--- src/rtl/i2c_bit_engine.sv ---
`default_nettype none
// ============================================================================
// Module   : i2c_bit_engine
// Purpose  : I2C SCL/SDA bit engine. It generates START and STOP conditions,
//            shifts bytes out, samples the slave ACK, shifts bytes in and
//            returns the master ACK/NACK.
// Options  : `define I2C_SDA_SYNC_EN to pass i_SDA_In through a 2-flop
//            synchronizer before it is sampled.
// Revision : 1.0 - initial release
// ============================================================================
module i2c_bit_engine #(
  parameter logic [7:0] SCL_RISE       = 8'd12,
  parameter logic [7:0] SDA_SAMPLE     = 8'd25,
  parameter logic [7:0] SCL_FALL       = 8'd38,
  parameter logic [7:0] START_SDA_FALL = 8'd20,
  parameter logic [7:0] STOP_SCL_RISE  = 8'd10,
  parameter logic [7:0] STOP_SDA_RISE  = 8'd30
) (
  input  logic       i_clk10MHz,
  input  logic       i_RST_n,
  input  logic [2:0] i_Current_State,
  input  logic [7:0] i_Clock_Timer,
  input  logic       i_Timer_Flag,
  input  logic [6:0] i_Chip_Addr,
  input  logic       i_RW,
  input  logic [7:0] i_Reg_Addr,
  input  logic [7:0] i_Tx_Data,
  input  logic       i_Last_Rcv,
  input  logic       i_SDA_In,
  output logic       o_SCL,
  output logic       o_SDA_OE,
  output logic       o_Byte_Done,
  output logic       o_Ack_Error,
  output logic [7:0] o_Rx_Data,
  output logic       o_Rx_Valid
);

  typedef enum logic [2:0] {
    ST_IDLE      = 3'd0,
    ST_START     = 3'd1,
    ST_CHIP_ADDR = 3'd2,
    ST_REG_ADDR  = 3'd3,
    ST_DATA_SEND = 3'd4,
    ST_DATA_RCV  = 3'd5,
    ST_STOP      = 3'd6,
    ST_UNDEF     = 3'd7
  } state_t;

  state_t     cur_state;
  state_t     prev_state_q, prev_state_d;
  logic       scl_q, scl_d;
  logic       sda_oe_q, sda_oe_d;
  logic       byte_done_q, byte_done_d;
  logic       ack_err_q, ack_err_d;
  logic [7:0] rx_data_q, rx_data_d;
  logic       rx_valid_q, rx_valid_d;
  logic [3:0] bit_cnt_q, bit_cnt_d;
  logic [7:0] shift_q, shift_d;

  logic       entry;
  logic       is_rcv;
  logic [7:0] load_val;
  logic [7:0] cur_shift;
  logic [3:0] cur_cnt;
  logic       sda_s;

  assign cur_state = state_t'(i_Current_State);

`ifdef I2C_SDA_SYNC_EN
  logic sda_sync1_q, sda_sync2_q;

  always_ff @(posedge i_clk10MHz or negedge i_RST_n) begin
    if (!i_RST_n) begin
      sda_sync1_q <= 1'b1;
      sda_sync2_q <= 1'b1;
    end else begin
      sda_sync1_q <= i_SDA_In;
      sda_sync2_q <= sda_sync1_q;
    end
  end

  assign sda_s = sda_sync2_q;
`else
  assign sda_s = i_SDA_In;
`endif

  always_comb begin
    prev_state_d = cur_state;
    scl_d        = scl_q;
    sda_oe_d     = sda_oe_q;
    byte_done_d  = 1'b0;
    ack_err_d    = ack_err_q;
    rx_data_d    = rx_data_q;
    rx_valid_d   = 1'b0;
    bit_cnt_d    = bit_cnt_q;
    shift_d      = shift_q;

    entry  = (cur_state != prev_state_q);
    is_rcv = (cur_state == ST_DATA_RCV);

    case (cur_state)
      ST_CHIP_ADDR: load_val = {i_Chip_Addr, i_RW};
      ST_REG_ADDR:  load_val = i_Reg_Addr;
      ST_DATA_SEND: load_val = i_Tx_Data;
      default:      load_val = 8'h00;
    endcase

    // On the entry cycle the freshly loaded byte drives SDA, but no sample or flag is honoured.
    cur_shift = entry ? load_val : shift_q;
    cur_cnt   = entry ? 4'd0 : bit_cnt_q;

    case (cur_state)
      ST_START: begin
        bit_cnt_d = 4'd0;
        if (entry) begin
          ack_err_d = 1'b0;
          scl_d     = 1'b1;
          sda_oe_d  = 1'b0;
        end else begin
          if (i_Clock_Timer == START_SDA_FALL) sda_oe_d = 1'b1;
          if (i_Timer_Flag)                    scl_d    = 1'b0;
        end
      end

      ST_STOP: begin
        bit_cnt_d = 4'd0;
        if (entry) begin
          scl_d    = 1'b0;
          sda_oe_d = 1'b1;
        end else begin
          if (i_Clock_Timer == STOP_SCL_RISE) scl_d    = 1'b1;
          if (i_Clock_Timer == STOP_SDA_RISE) sda_oe_d = 1'b0;
        end
      end

      ST_CHIP_ADDR, ST_REG_ADDR, ST_DATA_SEND, ST_DATA_RCV: begin
        shift_d   = cur_shift;
        bit_cnt_d = cur_cnt;

        if (i_Clock_Timer == 8'd0) begin
          if (cur_cnt == 4'd8) sda_oe_d = is_rcv ? ~i_Last_Rcv : 1'b0;
          else                 sda_oe_d = is_rcv ? 1'b0 : ~cur_shift[7];
        end

        if (i_Clock_Timer == SCL_RISE) begin
          scl_d = 1'b1;
          if (is_rcv && cur_cnt == 4'd8) begin
            rx_data_d  = cur_shift;
            rx_valid_d = 1'b1;
          end
        end

        if (i_Clock_Timer == SDA_SAMPLE && !entry) begin
          if (is_rcv && cur_cnt != 4'd8)       shift_d   = {cur_shift[6:0], sda_s};
          else if (!is_rcv && cur_cnt == 4'd8) ack_err_d = sda_s;
        end

        if (i_Clock_Timer == SCL_FALL) begin
          scl_d = 1'b0;
          if (!is_rcv && cur_cnt != 4'd8) shift_d = {cur_shift[6:0], 1'b0};
        end

        // Byte end reloads so back-to-back bytes in an unchanged state start clean.
        if (i_Timer_Flag && !entry) begin
          if (cur_cnt == 4'd8) begin
            byte_done_d = 1'b1;
            bit_cnt_d   = 4'd0;
            shift_d     = load_val;
          end else begin
            bit_cnt_d = cur_cnt + 4'd1;
          end
        end
      end

      default: begin
        scl_d     = 1'b1;
        sda_oe_d  = 1'b0;
        bit_cnt_d = 4'd0;
      end
    endcase
  end

  always_ff @(posedge i_clk10MHz or negedge i_RST_n) begin
    if (!i_RST_n) begin
      prev_state_q <= ST_IDLE;
      scl_q        <= 1'b1;
      sda_oe_q     <= 1'b0;
      byte_done_q  <= 1'b0;
      ack_err_q    <= 1'b0;
      rx_data_q    <= 8'h00;
      rx_valid_q   <= 1'b0;
      bit_cnt_q    <= 4'd0;
      shift_q      <= 8'h00;
    end else begin
      prev_state_q <= prev_state_d;
      scl_q        <= scl_d;
      sda_oe_q     <= sda_oe_d;
      byte_done_q  <= byte_done_d;
      ack_err_q    <= ack_err_d;
      rx_data_q    <= rx_data_d;
      rx_valid_q   <= rx_valid_d;
      bit_cnt_q    <= bit_cnt_d;
      shift_q      <= shift_d;
    end
  end

  assign o_SCL       = scl_q;
  assign o_SDA_OE    = sda_oe_q;
  assign o_Byte_Done = byte_done_q;
  assign o_Ack_Error = ack_err_q;
  assign o_Rx_Data   = rx_data_q;
  assign o_Rx_Valid  = rx_valid_q;

endmodule
`default_nettype wire

--- config.mk ---
export PLATFORM = sky130hd
export DESIGN_NAME = i2c_bit_engine
export DESIGN_NICKNAME = d
export VERILOG_FILES = /design/src/rtl/i2c_bit_engine.sv
export SDC_FILE = /design/constraint.sdc
export NUM_CORES = 1
export LEC_CHECK = 0
export CORE_MARGIN = 5
export CORE_UTILIZATION = 48
export DETAILED_ROUTE_END_ITERATION = 10
export PLACE_DENSITY = 0.79
export SLEW_MARGIN = 40
export SYNTH_ARGS = -nofsm -noshare
export SYNTH_HDL_FRONTEND = slang
export SYNTH_SLANG_ARGS = --single-unit
--- constraint.sdc ---
create_clock -name i_clk10MHz -period 8.1 [get_ports i_clk10MHz]
set_clock_uncertainty 0.2 [all_clocks]
set_input_delay 1.215 -clock i_clk10MHz [delete_from_list [all_inputs] [get_ports i_clk10MHz]]
set_output_delay 1.215 -clock i_clk10MHz [all_outputs]
set_load 0.02 [all_outputs]
==> qor.csv <==
stage;metric;value;unit
run_status;run status;completed;
setup_path;Bufs and invs on worst path;2;
power_and_ir_drop;maximum vdd ir drop;60.9;uV
logic_synthesis;Post-synth top flop;dfrtp_1;
setup_path;slowest stage cell on the critical path;clkdlybuf4s50_1;
final_layout;Antenna diodes;0;
sta;final hold vios;0;
clocking;post-CTS setup buffer count;0;
clocking;clk slew on worst S/H paths;0.10;ns
grt;first-pass GRT wire length;8350;um
sta;fin crit share;59.5;%
placement;detailed-placement wirelength estimate;3770;um
placement;pre-CTS setup slack;2.87;ns
clocking;H-tree depth;1;
placement;Placer Congestion;0.832;
logic_synthesis;syn_nets;256;
power_and_ir_drop;switch share;26.7;%
setup_path;CP required;8.05;ns
placement;Placed Cells;307;
sta;final number of setup-violating endpoints;0;
setup_path;last element of the critical path;shift_q[7];
setup_path;Setup CP Type;in -> reg;
power_and_ir_drop;Comb power frac;25.0;%
sta;worst-margin pin slew;0.660;ns
floorplan;core area;0.00397;sq mm
logic_synthesis;Synth async-reset ratio;100;%
floorplan;Die Area;0.00547;sq mm
setup_path;Worst setup SP type;primary input;
power_and_ir_drop;sequential share of power;43.7;%
sta;Final TNS setup;0;ns
logic_synthesis;Seq/Total Area, Yosys;35.8;%
logic_synthesis;Yosys Warn Count;0;
power_and_ir_drop;Switching Power;95.3;uW
logic_synthesis;Synth cell types;47;
power_and_ir_drop;Lkg Pwr;1.07;nW
sta;Final Critical Period;4.82;ns
routing;vias;1829;
routing;wire length per cell;16.1;um
logic_synthesis;cells after synthesis;214;
floorplan;Top Ports;53;
clocking;Num CTS Buffers;3;
placement;IO Port Bufs;52;
floorplan;number of cell rows;23;
setup_path;Critical Path Sink Type;flip-flop;
final_layout;Area growth syn-to-layout;31.5;%
setup_path;Largest stage delay, worst path;0.87;ns
sta;Slew Viols, Final;0;
grt;vias in the first global route;1793;
sta;headroom to the max-slew limit;56.0;%
setup_path;launch point of the worst path;i_Current_State[2];
power_and_ir_drop;cell internal pwr;261;uW
setup_path;worst path cell trace;clkdlybuf4s50_1 -> xor2_1 -> nor3_1 -> and2_1 -> inv_1 -> ha_1 -> and3b_1 -> or4_4 -> o22ai_4 -> mux2i_1 -> a32oi_1;
final_layout;Layout Nets;304;
clocking;clk buf depth;2;
setup_path;CP Depth;11;
grt;gr ovfl total;0;
routing;DRT Pass-1 Iters;5;
setup_path;RR Endpoint;shift_q[7];
routing;Vias per Instance;5.88;
clocking;Clk Latency, worst-skew pair;0.28;ns
logic_synthesis;Synth Area per Inst;9.17;sq um
routing;WL final;5020;um
sta;fmax;207;MHz
routing;Routed Antenna Nets;0;
clocking;CTS resizes;0;
setup_path;CP delay by family, top;simple AND/OR/NAND/NOR gates;
floorplan;die width;74.0;um
power_and_ir_drop;Tot Pwr;357;uW
setup_path;Critical Path AT;4.77;ns
clocking;CTS tree;yes;
power_and_ir_drop;Clock Power Share;31.3;%
floorplan;Die Y;74.0;um
grt;initial antenna violation count;0;
clocking;root buffer selected by CTS;clkbuf_8;
routing;DRT iter0 DRCs;154;
setup_path;worst r2r path cells;10;
sta;Worst Slack Setup Final;3.28;ns
clocking;hold buffers post-CTS;0;
logic_synthesis;synthesis-stage register bit count;28;
grt;largest net degree at the start of global routing;29;
clocking;clk sink count;28;
hold_path;Tightest Hold Check Type;reg -> reg;
setup_path;Worst R2R Start;prev_state_q[2];
final_layout;layout cell share with drive strength beyond 1;8.81;%
sta;RSZ-0062 raised after global routing;no;
setup_path;worst-path fanout max;14;
sta;Hold WS;0.272;ns
setup_path;r2r setup slk;4.73;ns
grt;Global Route Usage Sum;19.2;%
routing;# DRC;0;
flow_run;Max-Cap Viols;0;
final_layout;Finished Layout Cells;311;
logic_synthesis;synthesized area;0.00196;sq mm
logic_synthesis;EDFF count, synth;0;
floorplan;Initial Util;49.4;%
power_and_ir_drop;Pwr Density;138;mW/mm^2
cells by family (layout without fill, tap and decap cells):
logic type                 after synthesis  after routing  synth area share, %
buffers and inverters                   14             61                 3.70
and+or+nand+nor                         96             96                 27.0
AOI/OAI and AO/OA                       39             39                 14.2
muxes                                   28             28                 14.9
adders and majority gates                2              2                 1.27
xor gates and xnor gates                 7              7                 3.12
DFF                                     28             28                 35.8
metrics by stage:
stage,utilization (%),cell area (sq um)
after floorplan,-,1960
after global placement,63.0,2500
after detailed placement,63.3,2510
after CTS,65.1,2590
after global routing,65.0,2580
final,65.0,2580
registers in the layout, summed over array words and instances (netlist names):
signal	count
o_Rx_Data	8
shift_q	8
bit_cnt_q	4
prev_state_q	3
o_Ack_Error	1
o_Byte_Done	1
o_Rx_Valid	1
o_SCL	1
o_SDA_OE	1
layout make-up:
type	count	area (sq um)
clock buffers	3	41.3
clock inverters	1	30.0
fillers	341	1390
inverters	4	15.0
multi-input cells	172	1210
flip-flops and latches	28	702
well taps	50	62.6
repair buffers	53	523
cells in the final DEF (no fill, tap or decap), types with 2 or more instances in the layout:
master,n
nor3_1,7
nor2_1,11
o2bb2ai_1,7
nand4_1,7
a31oi_1,9
nand3b_1,3
or4_4,2
nand3_1,4
ha_1,2
o21ai_1,2
nand2b_1,7
and3b_1,3
mux2i_1,18
nand2_1,36
dfrtp_1,27
nor4b_1,2
xor2_1,6
clkdlybuf4s50_1,51
o21ai_0,3
and2_1,3
nor4_1,2
a32oi_1,2
a2bb2oi_1,2
inv_1,4
mux2_2,9
a21oi_1,8
clkbuf_8,3
tightest hold or removal path, stage by stage, from the launching register on:
cell     delay [ns]
dfrtp_1        0.35
nand2_1        0.05
nand2_1        0.05
layer usage:
metal	share of wire [%]	routed length, um	GRT usage (%)
met1	43	2160	25.0
met3	6.6	333	2.84
met5	0	0	0
met2	49	2470	33.3
met4	1.1	53	5.03
synth_stat cells, drive strengths merged (5+ instances only):
master / number / area [sq um]
a21oi: 8 / 40.0
a31oi: 9 / 56.3
buf: 8 / 50.1
dfrtp: 27 / 676
mux2: 10 / 113
mux2i: 18 / 180
nand2: 36 / 135
nand2b: 7 / 43.8
nand4: 7 / 43.8
nor2: 11 / 41.3
nor3: 7 / 35.0
o21ai: 5 / 25.0
o2bb2ai: 7 / 61.3
xor2: 6 / 52.6
power by group through the flow:
stage                     clock network [mW]  logic, mW  registers (mW)
after floorplan                            0     0.0488           0.160
after global placement                     0     0.0868           0.158
after detailed placement                   0     0.0892           0.158
after CTS                              0.113     0.0895           0.156
after global routing                   0.117     0.0972           0.157
final                                  0.112     0.0892           0.156
worst min-delay path by stage:
stage / startpoint / endpoint / slack (ns) / cells past startpoint
floorplan: shift_q[0] / shift_q[0] / 0.26 / 2
global placement: o_Rx_Data[4] / o_Rx_Data[4] / 0.25 / 2
detailed placement: o_Rx_Data[7] / o_Rx_Data[7] / 0.26 / 2
CTS: o_Rx_Data[7] / o_Rx_Data[7] / 0.28 / 2
global route: o_Rx_Data[4] / o_Rx_Data[4] / 0.31 / 2
finish: o_Rx_Data[7] / o_Rx_Data[7] / 0.27 / 2
Power figures use the tool's default switching activity.
